`src/rtl/ps2_cmd_sched_pkg.sv`:
```
// Shared PS2/SMC definitions for the keyboard command scheduler:
// status codes, command bytes, register numbers and FSM encodings.
package ps2_cmd_sched_pkg;

    localparam logic [7:0] STAT_IDLE = 8'h00;
    localparam logic [7:0] STAT_BUSY = 8'h01;
    localparam logic [7:0] STAT_ACK  = 8'hFA;
    localparam logic [7:0] STAT_ERR  = 8'hFE;
    localparam logic [7:0] STAT_TMO  = 8'hFF;

    localparam logic [7:0] PS2_CMD_SET_LEDS = 8'hED;
    localparam logic [7:0] PS2_LEDS_OFF     = 8'h00;

    localparam logic [7:0] SMC_REG_KBD_CMD  = 8'h19;
    localparam logic [7:0] SMC_REG_KBD_DATA = 8'h1A;

    typedef enum logic [2:0] {
        ST_IDLE       = 3'd0,
        ST_ISSUE1     = 3'd1,
        ST_ISSUE2     = 3'd2,
        ST_WAIT_START = 3'd3,
        ST_WAIT_REPLY = 3'd4,
        ST_FINISH     = 3'd5
    } state_t;

    typedef enum logic [1:0] {
        RES_OK  = 2'd0,
        RES_ERR = 2'd1,
        RES_TMO = 2'd2
    } res_t;

    function automatic logic [7:0] final_stat(input res_t r);
        case (r)
            RES_OK:  final_stat = STAT_ACK;
            RES_ERR: final_stat = STAT_ERR;
            default: final_stat = STAT_TMO;
        endcase
    endfunction

endpackage

```
`src/rtl/ps2_cmd_sched_us_timeout.sv`:
```
// Microsecond timeout counter: counts ck1us pulses while enabled,
// saturates at TIMEOUT_US and flags expiry until cleared.
module us_timeout #(
    parameter int TIMEOUT_US = 20000
) (
    input  logic clk6x,
    input  logic reset,
    input  logic ck1us,
    input  logic clear,
    input  logic enable,
    output logic expired
);

    localparam int TW = $clog2(TIMEOUT_US + 1);
    localparam logic [TW-1:0] LIMIT = TW'(TIMEOUT_US);

    logic [TW-1:0] count;

    // Clear wins over counting so each wait phase starts from zero.
    always_ff @(posedge clk6x or posedge reset) begin
        if (reset)
            count <= '0;
        else if (clear)
            count <= '0;
        else if (enable && ck1us && (count != LIMIT))
            count <= count + 1'b1;
    end

    assign expired = (count == LIMIT);

endmodule

```
`src/rtl/ps2_cmd_sched.sv`:
```
// Shares the keyboard TX path between the I2C host and the post-BAT LED
// init, issuing enqueue pulses and tracking kbd_stat with retries.
module ps2_cmd_sched
    import ps2_cmd_sched_pkg::*;
#(
    parameter int TIMEOUT_US = 20000,
    parameter int MAX_RETRY  = 2
) (
    input  logic       clk6x,
    input  logic       reset,
    input  logic       ck1us,
    input  logic       host_req_i,
    input  logic       host_len2_i,
    input  logic [7:0] host_cmd_i,
    input  logic [7:0] host_data_i,
    output logic       host_ack_o,
    input  logic       bat_ok_i,
    input  logic [7:0] kbd_stat_i,
    output logic [7:0] kbd_wcmddata_o,
    output logic       kbd_enq_cmd1_o,
    output logic       kbd_enq_cmd2_o,
    output logic [7:0] sched_stat_o,
    output logic       done_o,
    output logic       done_src_o,
    output state_t     dbg_state
);

    localparam int RW = (MAX_RETRY > 0) ? $clog2(MAX_RETRY + 1) : 1;
    localparam logic [RW-1:0] RETRY_LIMIT = RW'(MAX_RETRY);

    state_t        state_q, state_d;
    res_t          res_q, res_d;
    logic [RW-1:0] retry_q;
    logic          init_pend, src_q, len2_q;
    logic [7:0]    cmd_q, data_q;
    logic          grant_init, grant_host, grant;
    logic          src_n, len2_n;
    logic [7:0]    cmd_n, data_n;
    logic          tmo_clear, tmo_enable, tmo_expired;
    logic          retry_due, completes;
    logic [7:0]    wcmddata_d, stat_d;
    logic          enq1_d, enq2_d, ack_d, done_d, done_src_d;

    // Host handshake: host_req_i is a level held until host_ack_o; the ack
    // fires once, in the first ISSUE1 cycle, and a request withdrawn
    // before that is never issued. A pending init always wins the grant.
    assign grant_init = (state_q == ST_IDLE) && (init_pend || bat_ok_i);
    assign grant_host = (state_q == ST_IDLE) && !grant_init && host_req_i;
    assign grant      = grant_init || grant_host;

    assign src_n  = grant ? grant_init : src_q;
    assign len2_n = grant ? (grant_init || host_len2_i) : len2_q;
    assign cmd_n  = grant ? (grant_init ? PS2_CMD_SET_LEDS : host_cmd_i) : cmd_q;
    assign data_n = grant ? (grant_init ? PS2_LEDS_OFF : host_data_i) : data_q;

    assign retry_due = (res_q != RES_OK) && (retry_q < RETRY_LIMIT);
    assign completes = (state_d == ST_FINISH) && (state_q != ST_FINISH) &&
                       !((res_d != RES_OK) && (retry_q < RETRY_LIMIT));

    always_ff @(posedge clk6x or posedge reset) begin
        if (reset) begin
            state_q   <= ST_IDLE;
            res_q     <= RES_OK;
            retry_q   <= '0;
            init_pend <= 1'b0;
            src_q     <= 1'b0;
            len2_q    <= 1'b0;
            cmd_q     <= 8'h00;
            data_q    <= 8'h00;
        end else begin
            state_q   <= state_d;
            res_q     <= res_d;
            init_pend <= grant_init ? 1'b0 : (init_pend || bat_ok_i);
            src_q     <= src_n;
            len2_q    <= len2_n;
            cmd_q     <= cmd_n;
            data_q    <= data_n;
            if (state_q == ST_FINISH)
                retry_q <= retry_due ? retry_q + 1'b1 : '0;
        end
    end

    // A stale ACK/ERR must never count, so replies are only accepted after
    // the keyboard host has reported the command as pending.
    always_comb begin
        state_d = state_q;
        res_d   = res_q;
        case (state_q)
            ST_IDLE:       if (grant) state_d = ST_ISSUE1;
            ST_ISSUE1:     state_d = len2_q ? ST_ISSUE2 : ST_WAIT_START;
            ST_ISSUE2:     state_d = ST_WAIT_START;
            ST_WAIT_START: begin
                if (kbd_stat_i == STAT_BUSY) begin
                    state_d = ST_WAIT_REPLY;
                end else if (tmo_expired) begin
                    state_d = ST_FINISH;
                    res_d   = RES_TMO;
                end
            end
            ST_WAIT_REPLY: begin
                if (kbd_stat_i == STAT_ACK) begin
                    state_d = ST_FINISH;
                    res_d   = RES_OK;
                end else if (kbd_stat_i == STAT_ERR) begin
                    state_d = ST_FINISH;
                    res_d   = RES_ERR;
                end else if (tmo_expired) begin
                    state_d = ST_FINISH;
                    res_d   = RES_TMO;
                end
            end
            ST_FINISH:     state_d = retry_due ? ST_ISSUE1 : ST_IDLE;
            default:       state_d = ST_IDLE;
        endcase
    end

    // Outputs are decoded from the next state so they register in the
    // same cycle the FSM enters that state.
    always_comb begin
        wcmddata_d = 8'h00;
        enq1_d     = 1'b0;
        enq2_d     = 1'b0;
        ack_d      = grant_host;
        done_d     = completes;
        done_src_d = completes && src_q;
        stat_d     = sched_stat_o;
        if (grant)
            stat_d = STAT_BUSY;
        else if (completes)
            stat_d = final_stat(res_d);
        case (state_d)
            ST_ISSUE1: begin
                wcmddata_d = cmd_n;
                enq1_d     = !len2_n;
                enq2_d     = len2_n;
            end
            ST_ISSUE2: begin
                wcmddata_d = data_q;
                enq2_d     = 1'b1;
            end
            default: ;
        endcase
    end

    always_ff @(posedge clk6x or posedge reset) begin
        if (reset) begin
            kbd_wcmddata_o <= 8'h00;
            kbd_enq_cmd1_o <= 1'b0;
            kbd_enq_cmd2_o <= 1'b0;
            host_ack_o     <= 1'b0;
            done_o         <= 1'b0;
            done_src_o     <= 1'b0;
            sched_stat_o   <= STAT_IDLE;
        end else begin
            kbd_wcmddata_o <= wcmddata_d;
            kbd_enq_cmd1_o <= enq1_d;
            kbd_enq_cmd2_o <= enq2_d;
            host_ack_o     <= ack_d;
            done_o         <= done_d;
            done_src_o     <= done_src_d;
            sched_stat_o   <= stat_d;
        end
    end

    assign tmo_enable = (state_q == ST_WAIT_START) || (state_q == ST_WAIT_REPLY);
    assign tmo_clear  = (state_d != state_q) &&
                        ((state_d == ST_WAIT_START) || (state_d == ST_WAIT_REPLY));

    us_timeout #(
        .TIMEOUT_US(TIMEOUT_US)
    ) u_timeout (
        .clk6x  (clk6x),
        .reset  (reset),
        .ck1us  (ck1us),
        .clear  (tmo_clear),
        .enable (tmo_enable),
        .expired(tmo_expired)
    );

    assign dbg_state = state_q;

endmodule

```
`config.mk`:
```
export PLATFORM = sky130hd
export DESIGN_NAME = ps2_cmd_sched
export DESIGN_NICKNAME = d
export VERILOG_FILES = /design/src/rtl/ps2_cmd_sched_pkg.sv /design/src/rtl/ps2_cmd_sched_us_timeout.sv /design/src/rtl/ps2_cmd_sched.sv
export SDC_FILE = /design/constraint.sdc
export NUM_CORES = 1
export LEC_CHECK = 0
export BUFFER_PORTS_ARGS = -buffer_cell sky130_fd_sc_hd__buf_2
export CAP_MARGIN = 20
export CORE_ASPECT_RATIO = 2
export CORE_UTILIZATION = 45
export CTS_CLUSTER_DIAMETER = 100
export CTS_CLUSTER_SIZE = 28
export DETAILED_ROUTE_END_ITERATION = 6
export PLACE_DENSITY = 0.67
export SLEW_MARGIN = 40
export SYNTH_ARGS = -nofsm -noshare
export SYNTH_HDL_FRONTEND = slang
export SYNTH_SLANG_ARGS = --single-unit
export TNS_END_PERCENT = 20
```
`constraint.sdc`:
```
create_clock -name clk6x -period 4.88 [get_ports clk6x]
set_clock_uncertainty 0.1 [all_clocks]
set_input_delay 0.732 -clock clk6x [delete_from_list [all_inputs] [get_ports clk6x]]
set_output_delay 0.732 -clock clk6x [all_outputs]
set_load 0.1 [all_outputs]
```
==> results of run 1 <==
-- registers in the layout, indices dropped and copies added (netlist names) --
register         count
cmd_q                8
data_q               8
dbg_state            3
done_o               1
done_src_o           1
host_ack_o           1
init_pend            1
kbd_enq_cmd1_o       1
kbd_enq_cmd2_o       1
kbd_wcmddata_o       8
len2_q               1
res_q                2
retry_q              2
sched_stat_o         3
src_q                1
u_timeout.count     15
-- final cells by class --
cell class	count	area [sq um]	share of cell area
inverters	22	82.6	0.0234
multi-input cells	189	1340	0.380
flip-flops and latches	57	1430	0.405
repair buffers	54	273	0.0774
well taps	86	108	0.0306
clock buffers	14	284	0.0806
clock inverters	2	10.0	0.00284
-- synthesized netlist by cell type, types with 2 or more instances --
library cell / instances / area share
o21a_1: 2 / 0.0051
inv_1: 21 / 0.027
nor2_1: 10 / 0.013
o41ai_1: 4 / 0.012
mux2i_1: 6 / 0.020
o22a_1: 3 / 0.0089
and3_1: 4 / 0.0084
or3_1: 5 / 0.011
xnor2_1: 2 / 0.0059
nand4_1: 4 / 0.0084
a31o_2: 2 / 0.0059
nand3b_1: 5 / 0.013
or2_2: 3 / 0.0063
o221ai_1: 2 / 0.0059
nor4b_1: 6 / 0.018
clkbuf_1: 6 / 0.0076
o21ai_0: 20 / 0.034
o41ai_2: 5 / 0.027
a21oi_1: 14 / 0.024
buf_4: 7 / 0.018
ha_1: 2 / 0.0084
and4_1: 2 / 0.0059
buf_6: 2 / 0.0076
and2_1: 2 / 0.0042
or4_1: 2 / 0.0051
o31ai_1: 3 / 0.0076
nand3_1: 14 / 0.024
o22ai_1: 4 / 0.0084
a22o_1: 2 / 0.0059
mux2_2: 4 / 0.015
nor3_1: 3 / 0.0051
a21boi_0: 2 / 0.0051
or2_1: 3 / 0.0063
buf_2: 4 / 0.0068
dfrtp_1: 57 / 0.48
nor4_1: 5 / 0.011
nand2_1: 21 / 0.027
-- power groups by stage --
stage | Sequential (mW) | Combinational (mW) | Clock [mW]
after floorplan | 0.785 | 0.354 | 0
after global placement | 0.616 | 0.616 | 0
after detailed placement | 0.619 | 0.625 | 0
after CTS | 0.612 | 0.627 | 0.607
after global routing | 0.624 | 0.670 | 0.634
final | 0.612 | 0.621 | 0.598
-- layer usage --
layer | vias to the layer above | wire [um] | GRT usage
met5 | - | 0 | 0
met4 | 0 | 211 | 0.110
met3 | 20 | 253 | 0.0653
met2 | 60 | 3950 | 0.430
met1 | 1139 | 2440 | 0.211
li1 | 1142 | - | -
-- metrics by stage --
stage                util  instances  power [mW]  hold slack, ns
floorplan               -        287        1.14           0.352
global placement    0.511        408        1.23           0.366
detailed placement  0.512        408        1.24           0.379
CTS                 0.558        424        1.85           0.390
global route        0.558        424        1.93           0.402
finish              0.558        424        1.83           0.385
-- cells by family after synthesis --
group	count (synthesis)	share of synthesized area
adder cells (fa/ha/maj)	2	0.00844
buffers and inverters	41	0.0676
AO/OA/AOI/OAI	71	0.181
AND/OR/NAND/NOR	104	0.220
flip-flops	57	0.481
XOR/XNOR	2	0.00591
multiplexers	10	0.0355
-- how the worst min path moves through the flow --
stage          cells past startpoint        to     start  slack, ns
2_1_floorplan                      1  cmd_q[3]  cmd_q[3]       0.35
3_3_place_gp                       1  cmd_q[7]  cmd_q[7]       0.37
6_report                           1  cmd_q[5]  cmd_q[5]       0.39
5_1_grt                            1  cmd_q[5]  cmd_q[5]       0.40
3_5_place_dp                       1  cmd_q[5]  cmd_q[5]       0.38
4_1_cts                            1  cmd_q[5]  cmd_q[5]       0.39
-- critical path, cell delays in order, from the launching register on --
cell,delay (ns)
dfrtp_1,0.66
nor2b_1,0.12
o21bai_2,0.50
or3b_1,0.61
o41ai_1,0.42
==> results.sh, run 1 <==
export IMPL_netlist_area_sq_um=2960
export IMPL_ys_flop_type="dfrtp_1"
export IMPL_ctsResizeCount=0
export IMPL_die_h_um=117
export IMPL_routedWlPerCell_um=16.2
export IMPL_pre_cts_ws_ns=2.17
export IMPL_firstDrtPassIters=4
export IMPL_detail_route_antenna_nets=0
export IMPL_arrival_ns=2.63
export IMPL_r2r_start="dbg_state[0]"
export IMPL_swShare=0.395
export IMPL_fin_nets=365
export IMPL_r2r_end="kbd_wcmddata_o[2]"
export IMPL_p_int_mw=1.11
export IMPL_rsz0062_at_grt="false"
export IMPL_synthArstFlopShare=1.00
export IMPL_p_comb_frac=0.339
export IMPL_placed_area_sq_um=3230
export IMPL_power_share_clock=0.327
export IMPL_min_period_ns=2.53
export IMPL_root_buffer="clkbuf_16"
export IMPL_crit_start="dbg_state[0]"
export IMPL_hold_viol_final=0
export IMPL_cts_hold_buf=0
export IMPL_clock_latency_ns=0.32
export IMPL_synth_warnings=0
export IMPL_rows=41
export IMPL_grt_ovfl_total=0
export IMPL_final_cell_area_sq_um=3520
export IMPL_synth_seq_cells=57
export IMPL_status="finished, final reports clean"
export IMPL_grt_first_pass_wirelength_mm=11.3
export IMPL_synth_edf_count=0
export IMPL_die_area_sq_um=6930
export IMPL_synth_net_count=319
export IMPL_setup_ws_ns=2.35
export IMPL_cts_tree="done"
export IMPL_fmax_ghz=0.396
export IMPL_final_cell_mix="dfrtp_1 (57), buf_2 (53), nand2_1 (21), inv_1 (20), o21ai_0 (20)"
export IMPL_drive_gt1_frac=0.284
export IMPL_endpoint_kind="flop"
export IMPL_drt_iter0_drc=113
export IMPL_core_area_sq_um=6310
export IMPL_via_per_inst=5.57
export IMPL_antenna_found_initial=0
export IMPL_worst_slew_pin_slew_ns=0.721
export IMPL_clkSlewWorstSetupHoldPaths_ns=0.05
export IMPL_crit_path_end="kbd_wcmddata_o[2]"
export IMPL_htree_levels=3
export IMPL_via_count=2361
export IMPL_start_util=0.470
export IMPL_r2r_slack_ns=2.35
export IMPL_grt_pass1_vias=2372
export IMPL_syn_avg_cell_area_sq_um=10.3
export IMPL_cts_setup_buffers=0
export IMPL_holdCritPathClass="flop to flop"
export IMPL_r2r_cells=4
export IMPL_grt_max_degree=58
export IMPL_clock_sinks=57
export IMPL_grt_total_usage=0.227
export IMPL_critPathMaxFanout=14
export IMPL_syn_inst=287
export IMPL_cts_buffers=9
export IMPL_fin_crit_sh=0.518
export IMPL_final_common_cell="dfrtp_1"
export IMPL_wl_mm=6.85
export IMPL_crit_path_start_kind="flop"
export IMPL_power_density_nw_per_um2=520
export IMPL_cp_data_required_time_ns=4.99
export IMPL_fin_setup_tns_ns=0
export IMPL_area_delta_synth_final_pct=18.9
export IMPL_hpwl_mm=5.06
export IMPL_place_congestion=0.866
export IMPL_boundaryPins=54
export IMPL_portBuffers=53
export IMPL_p_seq_frac=0.334
export IMPL_switchingPower_mw=0.723
export IMPL_setup_viol=0
export IMPL_clockBufferDepth=2
export IMPL_n_fill_cell=574
export IMPL_leakagePower_nw=1.59
export IMPL_drv_slew=0
export IMPL_antenna_cells=0
export IMPL_max_vdd_ir_drop_mv=0.191
export IMPL_slew_headroom=0.519
export IMPL_die_x_um=59.4
export IMPL_synth_yosys_seq_area_share=0.481
export IMPL_drc=0
export IMPL_ys_types=61
export IMPL_cap_viol_max_count=0
export IMPL_crit_type="flop to flop"
Power figures use the tool's default switching activity.
==> run 2, diff against run 1 <==
PLACE_DENSITY = 0.69   (was 0.67)
clock period = 2.1 ns   (was 4.88 ns; I/O delays follow)
==> run 2 against run 1 <==
Clock power up 130%. Global-route usage is 0.77 points higher. Clock-buffer cell count is 3 lower. Highest routed layer unchanged. Sequential share of layout area shrank 3.5 points. Largest power group unchanged. Critical endpoint is now sched_stat_o[6]. Critical path type unchanged.
==> results.sh, run 2 (same netlist as run 1, synthesis figures left out) <==
export IMPL_grt_total_usage=0.235
export IMPL_slew_headroom=0.670
export IMPL_wl_mm=7.32
export IMPL_placed_area_sq_um=3500
export IMPL_crit_path_start_kind="flop"
export IMPL_holdCritPathClass="input port to flop"
export IMPL_grt_first_pass_wirelength_mm=11.7
export IMPL_worst_slew_pin_slew_ns=0.499
export IMPL_critPathMaxFanout=7
export IMPL_min_period_ns=2.08
export IMPL_clockBufferDepth=2
export IMPL_hpwl_mm=5.23
export IMPL_core_area_sq_um=6310
export IMPL_grt_pass1_vias=2493
export IMPL_fin_nets=398
export IMPL_power_density_nw_per_um2=1180
export IMPL_final_cells=457
export IMPL_top_layer="met4"
export IMPL_area_delta_synth_final_pct=30.6
export IMPL_grt_max_degree=58
export IMPL_via_count=2553
export IMPL_arrival_ns=2.24
export IMPL_hold_viol_final=0
export IMPL_place_congestion=0.881
export IMPL_drt_iter0_drc=119
export IMPL_clock_sinks=57
export IMPL_start_util=0.470
export IMPL_clkSlewWorstSetupHoldPaths_ns=0.05
export IMPL_routed_wl_met3_um=279
export IMPL_route_met2_wl_mm=4.19
export IMPL_die_x_um=59.4
export IMPL_endpoint_kind="flop"
export IMPL_leakagePower_nw=1.80
export IMPL_fin_crit_sh=0.992
export IMPL_clock_latency_ns=0.34
export IMPL_top_register="u_timeout.count"
export IMPL_wirelength_met1_mm=2.61
export IMPL_antenna_cells=0
export IMPL_grt_ovfl_total=0
export IMPL_portBuffers=53
export IMPL_r2r_slack_ns=0.02
export IMPL_final_cell_mix="dfrtp_1 (54), buf_2 (53), buf_4 (29), nand2_1 (21), inv_1 (20)"
export IMPL_final_cell_area_sq_um=3870
export IMPL_cp_data_required_time_ns=2.26
export IMPL_htree_levels=3
export IMPL_drv_slew=0
export IMPL_cts_buffers=9
export IMPL_final_common_cell="dfrtp_1"
export IMPL_drive_gt1_frac=0.377
export IMPL_antenna_found_initial=0
export IMPL_cts_tree="done"
export IMPL_cap_viol_max_count=0
export IMPL_via_per_inst=5.59
export IMPL_detail_route_antenna_nets=0
export IMPL_fmax_ghz=0.480
export IMPL_setup_viol=0
export IMPL_n_fill_cell=549
export IMPL_drc=0
export IMPL_status="finished, final reports clean"
export IMPL_routedWlPerCell_um=16.0
export IMPL_utilization=0.613
export IMPL_dpl_cell_count=431
export IMPL_root_buffer="clkbuf_16"
export IMPL_die_area_sq_um=6930
export IMPL_die_h_um=117
export IMPL_firstDrtPassIters=4
export IMPL_crit_type="flop to flop"
export IMPL_fin_setup_tns_ns=0
export IMPL_max_vdd_ir_drop_mv=0.477
export IMPL_rows=41
export IMPL_largest_reg_flops=15
export IMPL_boundaryPins=54
-- run 2: cell type report --
| cell class | instances | area (sq um) | share of cell area |
|---|---|---|---|
| Sequential cell | 57 | 1430 | 0.370 |
| Multi-Input combinational cell | 189 | 1410 | 0.363 |
| Timing Repair Buffer | 87 | 561 | 0.145 |
| Clock buffer | 11 | 253 | 0.0653 |
| Tap cell | 86 | 108 | 0.0278 |
| Inverter | 22 | 82.6 | 0.0213 |
| Clock inverter | 5 | 30.0 | 0.00776 |
-- run 2: report_power, final --
| group | switching, mW | internal, mW |
|---|---|---|
| sequential | 0.110 | 1.28 |
| clock | 0.506 | 0.853 |
| combinational | 1.20 | 0.603 |
| total | 1.82 | 2.74 |
-- run 2: through the flow --
step                hold slack (ns)  total power [mW]  setup slack, ns
finish                       0.0873              4.56           0.0161
global route                 0.0975              4.77         -0.00730
CTS                          0.0842              4.49           0.0696
detailed placement            0.297              3.12           0.0545
global placement              0.296              3.09            0.113
floorplan                     0.332              2.73           -0.110
-- run 2: routing by layer --
metal / vias to the layer above / global-route usage
li1: 1206 / -
met1: 1262 / 0.235
met2: 64 / 0.427
met3: 21 / 0.0421
met4: 0 / 0.148
met5: - / 0
-- run 2: critical path, cell delays in order, from the launching register on --
cell and delay (ns):
dfrtp_1 0.41, inv_1 0.07, ha_1 0.12, nor4b_1 0.40
and4_2 0.39, buf_4 0.15, o221ai_1 0.18, a21oi_1 0.19
-- run 2: final timing paths --
path,start,to,cells after the start
setup / recovery,u_timeout.count[1],sched_stat_o[6],7
hold / removal,host_data_i[1],data_q[1],3
setup reg to reg,u_timeout.count[1],sched_stat_o[6],7
hold reg to reg,cmd_q[3],cmd_q[3],1
max in group asynchronous,reset,dbg_state[1],4
min in group asynchronous,reset,res_q[1],4
-- run 2: what timing repair did --
item | CTS | global route
gates resized for setup | 0 | 4
hold buffers | 1 | 0
setup buffers | 0 | 9
setup endpoints to repair | 0 | 23
endpoints found under the hold margin | 57 | 0
==> run 3, diff against run 2 <==
ABC_AREA = 1   (was not set)
==> run 3 against run 2 <==
Final area decreased by 2.5%. Worst setup slack improved by 0.038 ns. Routed wire length decreased by 3.5%. Synthesized cell count increased by 29%. Combinational power increased by 42%. First-iteration DRC count decreased by 61%. Register-to-register slack improved by 0.04 ns. Critical path depth increased by 7. Clock power increased by 4%. Sequential power increased by 5%. Die area decreased by 2.5%. Critical path type unchanged. Critical endpoint is now u_timeout.count[8].
==> results.sh, run 3 <==
export IMPL_die_h_um=115
export IMPL_placed_area_sq_um=3380
export IMPL_critPathMaxFanout=7
export IMPL_portBuffers=53
export IMPL_start_util=0.461
export IMPL_cap_viol_max_count=0
export IMPL_syn_inst=371
export IMPL_fmax_ghz=0.489
export IMPL_synth_area_top_cells="dfrtp_1 (49%), nand2_1 (13%), inv_1 (10%)"
export IMPL_firstDrtPassIters=4
export IMPL_r2r_cells=14
export IMPL_synth_most_common_cell="nand2_1"
export IMPL_crit_type="flop to flop"
export IMPL_ys_flop_type="dfrtp_1"
export IMPL_final_cells=539
export IMPL_rsz0062_at_grt="true"
export IMPL_endpoint_kind="flop"
export IMPL_clock_sinks=57
export IMPL_grt_max_degree=34
export IMPL_dpl_cell_count=518
export IMPL_final_common_cell="nand2_1"
export IMPL_clock_latency_ns=0.33
export IMPL_max_vdd_ir_drop_mv=1.45
export IMPL_drv_slew=0
export IMPL_n_fill_cell=573
export IMPL_clockBufferDepth=2
export IMPL_root_buffer="clkbuf_16"
export IMPL_grt_pass1_vias=2619
export IMPL_die_x_um=58.6
export IMPL_grt_first_pass_wirelength_mm=11.4
export IMPL_via_per_inst=4.80
export IMPL_yosysTopAreaCell="dfrtp_1"
export IMPL_final_cell_area_sq_um=3770
export IMPL_core_area_sq_um=6260
export IMPL_final_cell_mix="nand2_1 (92), inv_1 (70), dfrtp_1 (53), buf_2 (53), nor2_1 (31)"
export IMPL_ys_types=30
export IMPL_crit_path_start_kind="flop"
export IMPL_leakagePower_nw=2.07
export IMPL_top_register="u_timeout.count"
export IMPL_hold_depth=3
export IMPL_drive_gt1_frac=0.296
export IMPL_min_period_ns=2.05
export IMPL_antenna_cells=0
export IMPL_slew_headroom=0.644
export IMPL_synth_yosys_seq_area_share=0.494
export IMPL_hpwl_mm=5.26
export IMPL_synth_net_count=403
export IMPL_hold_viol_final=0
export IMPL_power_density_nw_per_um2=1440
export IMPL_fin_crit_sh=0.974
export IMPL_cts_buffers=9
export IMPL_worst_slew_pin_slew_ns=0.534
export IMPL_netlist_area_sq_um=2890
export IMPL_routedWlPerCell_um=13.1
export IMPL_syn_avg_cell_area_sq_um=7.78
export IMPL_grt_total_usage=0.233
export IMPL_synth_common_cells="nand2_1 (97), inv_1 (77), dfrtp_1 (57)"
export IMPL_antenna_found_initial=0
export IMPL_cts_tree="done"
export IMPL_detail_route_antenna_nets=0
export IMPL_largest_reg_flops=15
export IMPL_synth_edf_count=0
export IMPL_place_congestion=0.886
export IMPL_wl_mm=7.07
export IMPL_grt_ovfl_total=0
export IMPL_die_area_sq_um=6760
export IMPL_drc=0
export IMPL_status="finished, final reports clean"
export IMPL_drt_iter0_drc=46
export IMPL_synth_warnings=0
export IMPL_boundaryPins=54
export IMPL_synth_seq_cells=57
export IMPL_rows=41
export IMPL_fin_setup_tns_ns=0
export IMPL_area_delta_synth_final_pct=30.8
export IMPL_synthArstFlopShare=1.00
export IMPL_synth_top_cell_area_share=0.494
export IMPL_holdCritPathClass="input port to flop"
export IMPL_arrival_ns=2.17
export IMPL_via_count=2588
export IMPL_fin_nets=480
export IMPL_htree_levels=3
export IMPL_clkSlewWorstSetupHoldPaths_ns=0.05
export IMPL_setup_viol=0
export IMPL_cp_data_required_time_ns=2.23
run 3: worst max-delay path, stage by stage (launching register included):
cell       delay (ns)
dfrtp_1          0.39
inv_2            0.10
ha_4             0.13
nand2_1          0.05
nor2_1           0.09
nand2_1          0.08
nor2_2           0.13
nor2_1           0.07
nor2_2           0.15
nor2_4           0.08
o21ai_2          0.12
nand3_2          0.16
clkbuf_16        0.20
nand2_1          0.06
inv_1            0.03
run 3: per-layer routing:
metal,wire length (um),global-route usage,vias to the layer above
met3,232,0.0562,20
met1,2360,0.199,1232
met5,0,0,-
li1,-,-,1284
met2,4220,0.460,52
met4,251,0.137,0
run 3: power breakdown:
group          internal [mW]  switching, mW  total [mW]  leakage (nW)
Combinational          0.740           1.82        2.56          1.20
Sequential              1.34          0.122        1.46         0.724
Clock                  0.909          0.496        1.41         0.146
Total                   2.99           2.44        5.43          2.07
run 3: final cells by class:
type                            count  area [sq um]  share of cell area
Sequential cell                    57          1430               0.379
Clock buffer                       10           229              0.0607
Inverter                           79           299              0.0792
Timing Repair Buffer               74           468               0.124
Tap cell                           86           108              0.0285
Clock inverter                      6          58.8              0.0156
Multi-Input combinational cell    227          1180               0.313
run 3: final timing paths:
path                                          from  slack, ns            endpoint
worst max register to register  u_timeout.count[1]       0.05  u_timeout.count[8]
max in group asynchronous                    reset       0.84        dbg_state[1]
worst min register to register            cmd_q[0]       0.38            cmd_q[0]
min in group asynchronous                    reset       0.48     sched_stat_o[0]
worst min-delay path                host_data_i[5]       0.09           data_q[5]
worst max-delay path            u_timeout.count[1]       0.05  u_timeout.count[8]
run 3: what timing repair did:
item                                   4_1_cts  5_1_grt
buffers inserted                             0        3
endpoints found under the hold margin       24        0
setup endpoints to repair                    0       25
hold buffers                                 1        0
resized for setup                            0       17
run 3: cell families after synthesis:
kind of cell    count (synthesis)  share of synthesized area
buf+inv                        87                      0.123
compound gates                 34                     0.0668
fa+ha+maj                       2                    0.00867
xor+xnor                        8                     0.0243
flops                          57                      0.494
simple gates                  183                      0.283
run 3: metrics by stage:
stage	setup WS, ns	power [mW]	util	hold slack [ns]
after floorplan	-0.0000941	3.16	-	0.336
after global routing	-0.0755	5.70	0.603	0.101
final	0.0541	5.43	0.603	0.0885
after detailed placement	0.0345	3.81	0.540	0.283
after global placement	0.121	3.76	0.540	0.285
after CTS	0.0159	5.24	0.588	0.0805
